[config.mk]
export PLATFORM = sky130hd
export DESIGN_NAME = spi_master_tx
export DESIGN_NICKNAME = d
export VERILOG_FILES = /design/src/rtl/spi_master_tx.sv
export SDC_FILE = /design/constraint.sdc
export NUM_CORES = 1
export LEC_CHECK = 0
export ABC_AREA = 1
export CORE_ASPECT_RATIO = 1.4
export CORE_MARGIN = 2
export CORE_UTILIZATION = 50
export DETAILED_ROUTE_END_ITERATION = 10
export GPL_TIMING_DRIVEN = 0
export PLACE_DENSITY = 0.74
export SYNTH_ARGS = -nofsm -noshare
export SYNTH_HDL_FRONTEND = slang
export SYNTH_SLANG_ARGS = --single-unit
[constraint.sdc]
create_clock -name clk -period 4.86 [get_ports clk]
set_clock_uncertainty 0.15 [all_clocks]
set_input_delay 0.972 -clock clk [delete_from_list [all_inputs] [get_ports clk]]
set_output_delay 0.972 -clock clk [all_outputs]
set_load 0.02 [all_outputs]
[src/rtl/spi_master_tx.sv]
// SPI master for the calculator link: shifts out {operacion, num2, num1} MSB first,
// captures the slave's MISO echo and reports whether it matches the sent frame.
module spi_master_tx #(
  parameter int HALF_PERIOD = 4
) (
  input  logic       clk,
  input  logic       rst,
  input  logic       start,
  input  logic [3:0] num1,
  input  logic [3:0] num2,
  input  logic [1:0] operacion,
  input  logic       MISO,
  output logic       sclk,
  output logic       SS,
  output logic       MOSI,
  output logic       busy,
  output logic       done,
  output logic [9:0] rx_data,
  output logic       echo_ok,
  output logic [1:0] fsm_state
);

  localparam logic [1:0] IDLE  = 2'd0;
  localparam logic [1:0] LEAD  = 2'd1;
  localparam logic [1:0] SHIFT = 2'd2;
  localparam logic [1:0] TRAIL = 2'd3;

  localparam int CW = (HALF_PERIOD > 1) ? $clog2(HALF_PERIOD) : 1;
  localparam logic [CW-1:0] CNT_MAX = CW'(HALF_PERIOD - 1);

  logic [1:0]    state;
  logic [CW-1:0] cnt;
  logic [3:0]    bit_cnt;
  logic [9:0]    tx;
  logic [9:0]    tx_sr;
  logic [9:0]    rx_sr;

  assign fsm_state = state;

  // Handshake: start is only looked at in IDLE; busy covers LEAD..TRAIL and
  // done pulses for exactly one cycle as the FSM re-enters IDLE.
  always_ff @(posedge clk or negedge rst) begin
    if (!rst) begin
      state   <= IDLE;
      cnt     <= '0;
      bit_cnt <= '0;
      tx      <= '0;
      tx_sr   <= '0;
      rx_sr   <= '0;
      sclk    <= 1'b0;
      SS      <= 1'b0;
      MOSI    <= 1'b0;
      busy    <= 1'b0;
      done    <= 1'b0;
      rx_data <= '0;
      echo_ok <= 1'b0;
    end else begin
      done <= 1'b0;
      case (state)
        IDLE: begin
          if (start) begin
            tx      <= {operacion, num2, num1};
            tx_sr   <= {operacion, num2, num1};
            MOSI    <= operacion[1];
            SS      <= 1'b1;
            busy    <= 1'b1;
            cnt     <= '0;
            bit_cnt <= '0;
            rx_sr   <= '0;
            state   <= LEAD;
          end
        end
        LEAD: begin
          if (cnt == CNT_MAX) begin
            cnt     <= '0;
            sclk    <= 1'b1;
            rx_sr   <= {rx_sr[8:0], MISO};
            bit_cnt <= bit_cnt + 4'd1;
            state   <= SHIFT;
          end else begin
            cnt <= cnt + 1'b1;
          end
        end
        SHIFT: begin
          if (cnt == CNT_MAX) begin
            cnt <= '0;
            if (!sclk) begin
              sclk    <= 1'b1;
              rx_sr   <= {rx_sr[8:0], MISO};
              bit_cnt <= bit_cnt + 4'd1;
            end else begin
              // MOSI only moves on falling edges so it is stable around each rise.
              sclk <= 1'b0;
              if (bit_cnt == 4'd10) begin
                MOSI  <= 1'b0;
                state <= TRAIL;
              end else begin
                MOSI  <= tx_sr[8];
                tx_sr <= {tx_sr[8:0], 1'b0};
              end
            end
          end else begin
            cnt <= cnt + 1'b1;
          end
        end
        TRAIL: begin
          if (cnt == CNT_MAX) begin
            cnt     <= '0;
            SS      <= 1'b0;
            busy    <= 1'b0;
            done    <= 1'b1;
            rx_data <= rx_sr;
            echo_ok <= (rx_sr == tx);
            state   <= IDLE;
          end else begin
            cnt <= cnt + 1'b1;
          end
        end
        default: state <= IDLE;
      endcase
    end
  end

endmodule

==> out/metrics.cfg <==
[synthesis]
netlist_instances=298
async_flop_share=1.00
synth.most_common_cell=nand2_1
synth.avg_cell_area_um2=8.45
syn_nets=321
synth_top_area_share=0.517
synth-edff-count=0
yosysTopAreaCell=dfrtp_1
ys_seq_elements=52
ys_top_cells_by_area=dfrtp_1 (52%), nand2_1 (14%), inv_1 (4.8%)
ys_seq_area_frac=0.517
yosys_warnings=0
ys_top_cells_by_count=nand2_1 (91), dfrtp_1 (52), inv_1 (32)
syn_area_mm2=0.00252
ys_types=28
synth_ff_type=dfrtp_1

[setup_path]
cp_num_cells=1
crit_chain=clkdlybuf4s50_1
critPathCaptureType=output pin
critPathRequiredTime_ps=3740
setup.worst_path.start_class=flip-flop
crit_arrival_ps=1380
slowest_delay_ps=640
r2r_cells=5
worstSetupPathType=flip-flop to output pin
cp_max_fo=6
critPathTopFamily=buffers and inverters
critPathBufInv=1
crit_path_top_delay_cell=clkdlybuf4s50_1

[cts]
cts_setup_buffers=0
post_cts_resized=0
cts_buffers=5
ctsLongestPathBuffers=2
root_buffer=clkbuf_8
path_clk_slew_ps=90
cts_tree=done
h-tree-depth=2
postCtsHoldBufs=0
clkLatencyLatePin_ps=300
clock-sinks=52

[sta]
finalSetupViolCount=0
drv_slew=0
hold_viol_final=0
fin_ws_ps=2360
period_share=0.515
slew_headroom=0.697
max_freq_ghz=0.400
setup_tns_ps=0
period_minus_slack_ps=2500
rsz0062_at_grt=false
tightest_slew_ps=454
whs_ps=333

[die]
die_h_um=88.0
io_pins=32
initial_utilization=0.520
die_area_mm2=0.00563
coreArea_mm2=0.00484
die_w_um=64.0
rows=30

[global_routing]
antenna_found_initial=0
use_met1=0.250
grt_pass1_vias=1868
grtUsageMet3=0.0334
grt_use_met2=0.351
grt_pass1_wl_um=8740
grt_usage=0.200
busiest_layer=met2
gr-total-overflow=0
grt_max_degree=40

[routing]
first_pass_iters=4
drcViolationCount=0
drt_iter0_drc=139
wl_per_cell_um=12.7
routed_wl_um=5090
vias_per_cell=4.98
vias=2000
postRouteAntennaNets=0

[power]
p_int_w=0.00105
power.density_mw_per_mm2=596
power.leakage_nw=1.44
switching_share=0.418
vdd_ir_drop_max_uv=403
comb_power_share=0.460
seqPwrFrac=0.380
clkPwrFrac=0.160
switchingPower_w=0.000754

[final_layout]
antenna_cells=0
drive_above_1_share=0.0769
nFillCells=418
area_growth_pct=20.4
final_nets=360

[min_path]
hold_path_depth=2
hold_class=flip-flop to flip-flop

[placement]
hpwlAfterDp_um=3770
gp_congestion=0.815
dp_slack_ps=2310
port_buffers=31

[run_status]
status=complete, no violations

[flow_run]
maxCapViolCount=0

[sequential cells by signal, indices dropped and copies added (netlist names), 2 cells and up]
| register | cells |
|---|---|
| cnt | 2 |
| bit_cnt | 4 |
| tx_sr | 9 |
| fsm_state | 2 |
| rx_data | 10 |
| rx_sr | 10 |
| tx | 10 |
[routing by layer]
| layer | share of wire | routed length, um |
|---|---|---|
| met1 | 0.44 | 2220 |
| met2 | 0.52 | 2620 |
| met3 | 0.031 | 159 |
| met4 | 0.017 | 87 |
| met5 | 0 | 0 |
[stage by stage]
step / util / area, um^2 / total power, W / instances
floorplan: - / 2520 / 0.00128 / 298
global route: 0.626 / 3030 / 0.00196 / 402
CTS: 0.626 / 3030 / 0.00182 / 402
detailed placement: 0.604 / 2920 / 0.00152 / 394
global placement: 0.601 / 2910 / 0.00150 / 393
finish: 0.626 / 3030 / 0.00181 / 402
[power groups by stage]
| stage | clock network [W] | registers, W | logic, W |
|---|---|---|---|
| after floorplan | 0 | 0.000702 | 0.000576 |
| after CTS | 0.000295 | 0.000686 | 0.000834 |
| final | 0.000289 | 0.000686 | 0.000831 |
| after global placement | 0 | 0.000690 | 0.000810 |
| after detailed placement | 0 | 0.000693 | 0.000829 |
| after global routing | 0.000317 | 0.000705 | 0.000939 |
[cell type report]
cell class / instances / area (um^2) / area share
Buffer: 10 / 62.6 / 0.0206
Tap cell: 64 / 80.1 / 0.0264
Timing Repair Buffer: 32 / 325 / 0.107
Sequential cell: 52 / 1300 / 0.429
Inverter: 35 / 134 / 0.0442
Multi-Input combinational cell: 201 / 1020 / 0.336
Clock buffer: 6 / 72.6 / 0.0239
Clock inverter: 2 / 35.0 / 0.0116
[cell families after synthesis]
kind of cell               synth area share
AOI/OAI and AO/OA                     0.113
xor gates and xnor gates             0.0139
adders and majority gates            0.0447
buffers and inverters                0.0780
DFF                                   0.517
muxes                                0.0164
and+or+nand+nor                       0.217
[final timing paths]
check / end / startpoint / slack (ps)
worst max-delay path: fsm_state[0] / fsm_state[0] / 2360
worst min-delay path: rx_data[1] / rx_data[1] / 330
worst max register to register: tx[3] / fsm_state[0] / 2900
worst min register to register: rx_data[1] / rx_data[1] / 330
max in group asynchronous: tx[4] / rst / 3640
min in group asynchronous: cnt[0] / rst / 410
[worst register-to-register path, stage by stage, from the launching register on]
cell      delay, ps
dfrtp_1         450
inv_1           110
ha_1            300
nand2_1         310
clkbuf_1        380
o21ai_0         150
[cell usage in the layout, fill, tap and decap left out]
cell / instances
a31oi_1: 1
nand3_4: 1
mux2i_1: 3
ha_1: 9
clkdlybuf4s50_1: 30
mux2_2: 1
inv_2: 2
clkinv_2: 1
a21oi_1: 15
nand3_1: 11
xnor2_1: 2
a21oi_2: 1
nor2_2: 1
inv_1: 32
nor2_8: 1
o21ai_1: 17
o21ai_0: 19
dfrtp_1: 52
buf_6: 2
buf_4: 2
buf_12: 1
nand4_1: 3
buf_2: 3
inv_4: 1
nor2_1: 18
nand2_1: 91
clkbuf_8: 5
o21bai_1: 1
nand2_2: 3
xor2_1: 2
o31ai_1: 1
clkbuf_1: 5
bufinv_16: 1
Power figures use the tool's default switching activity.
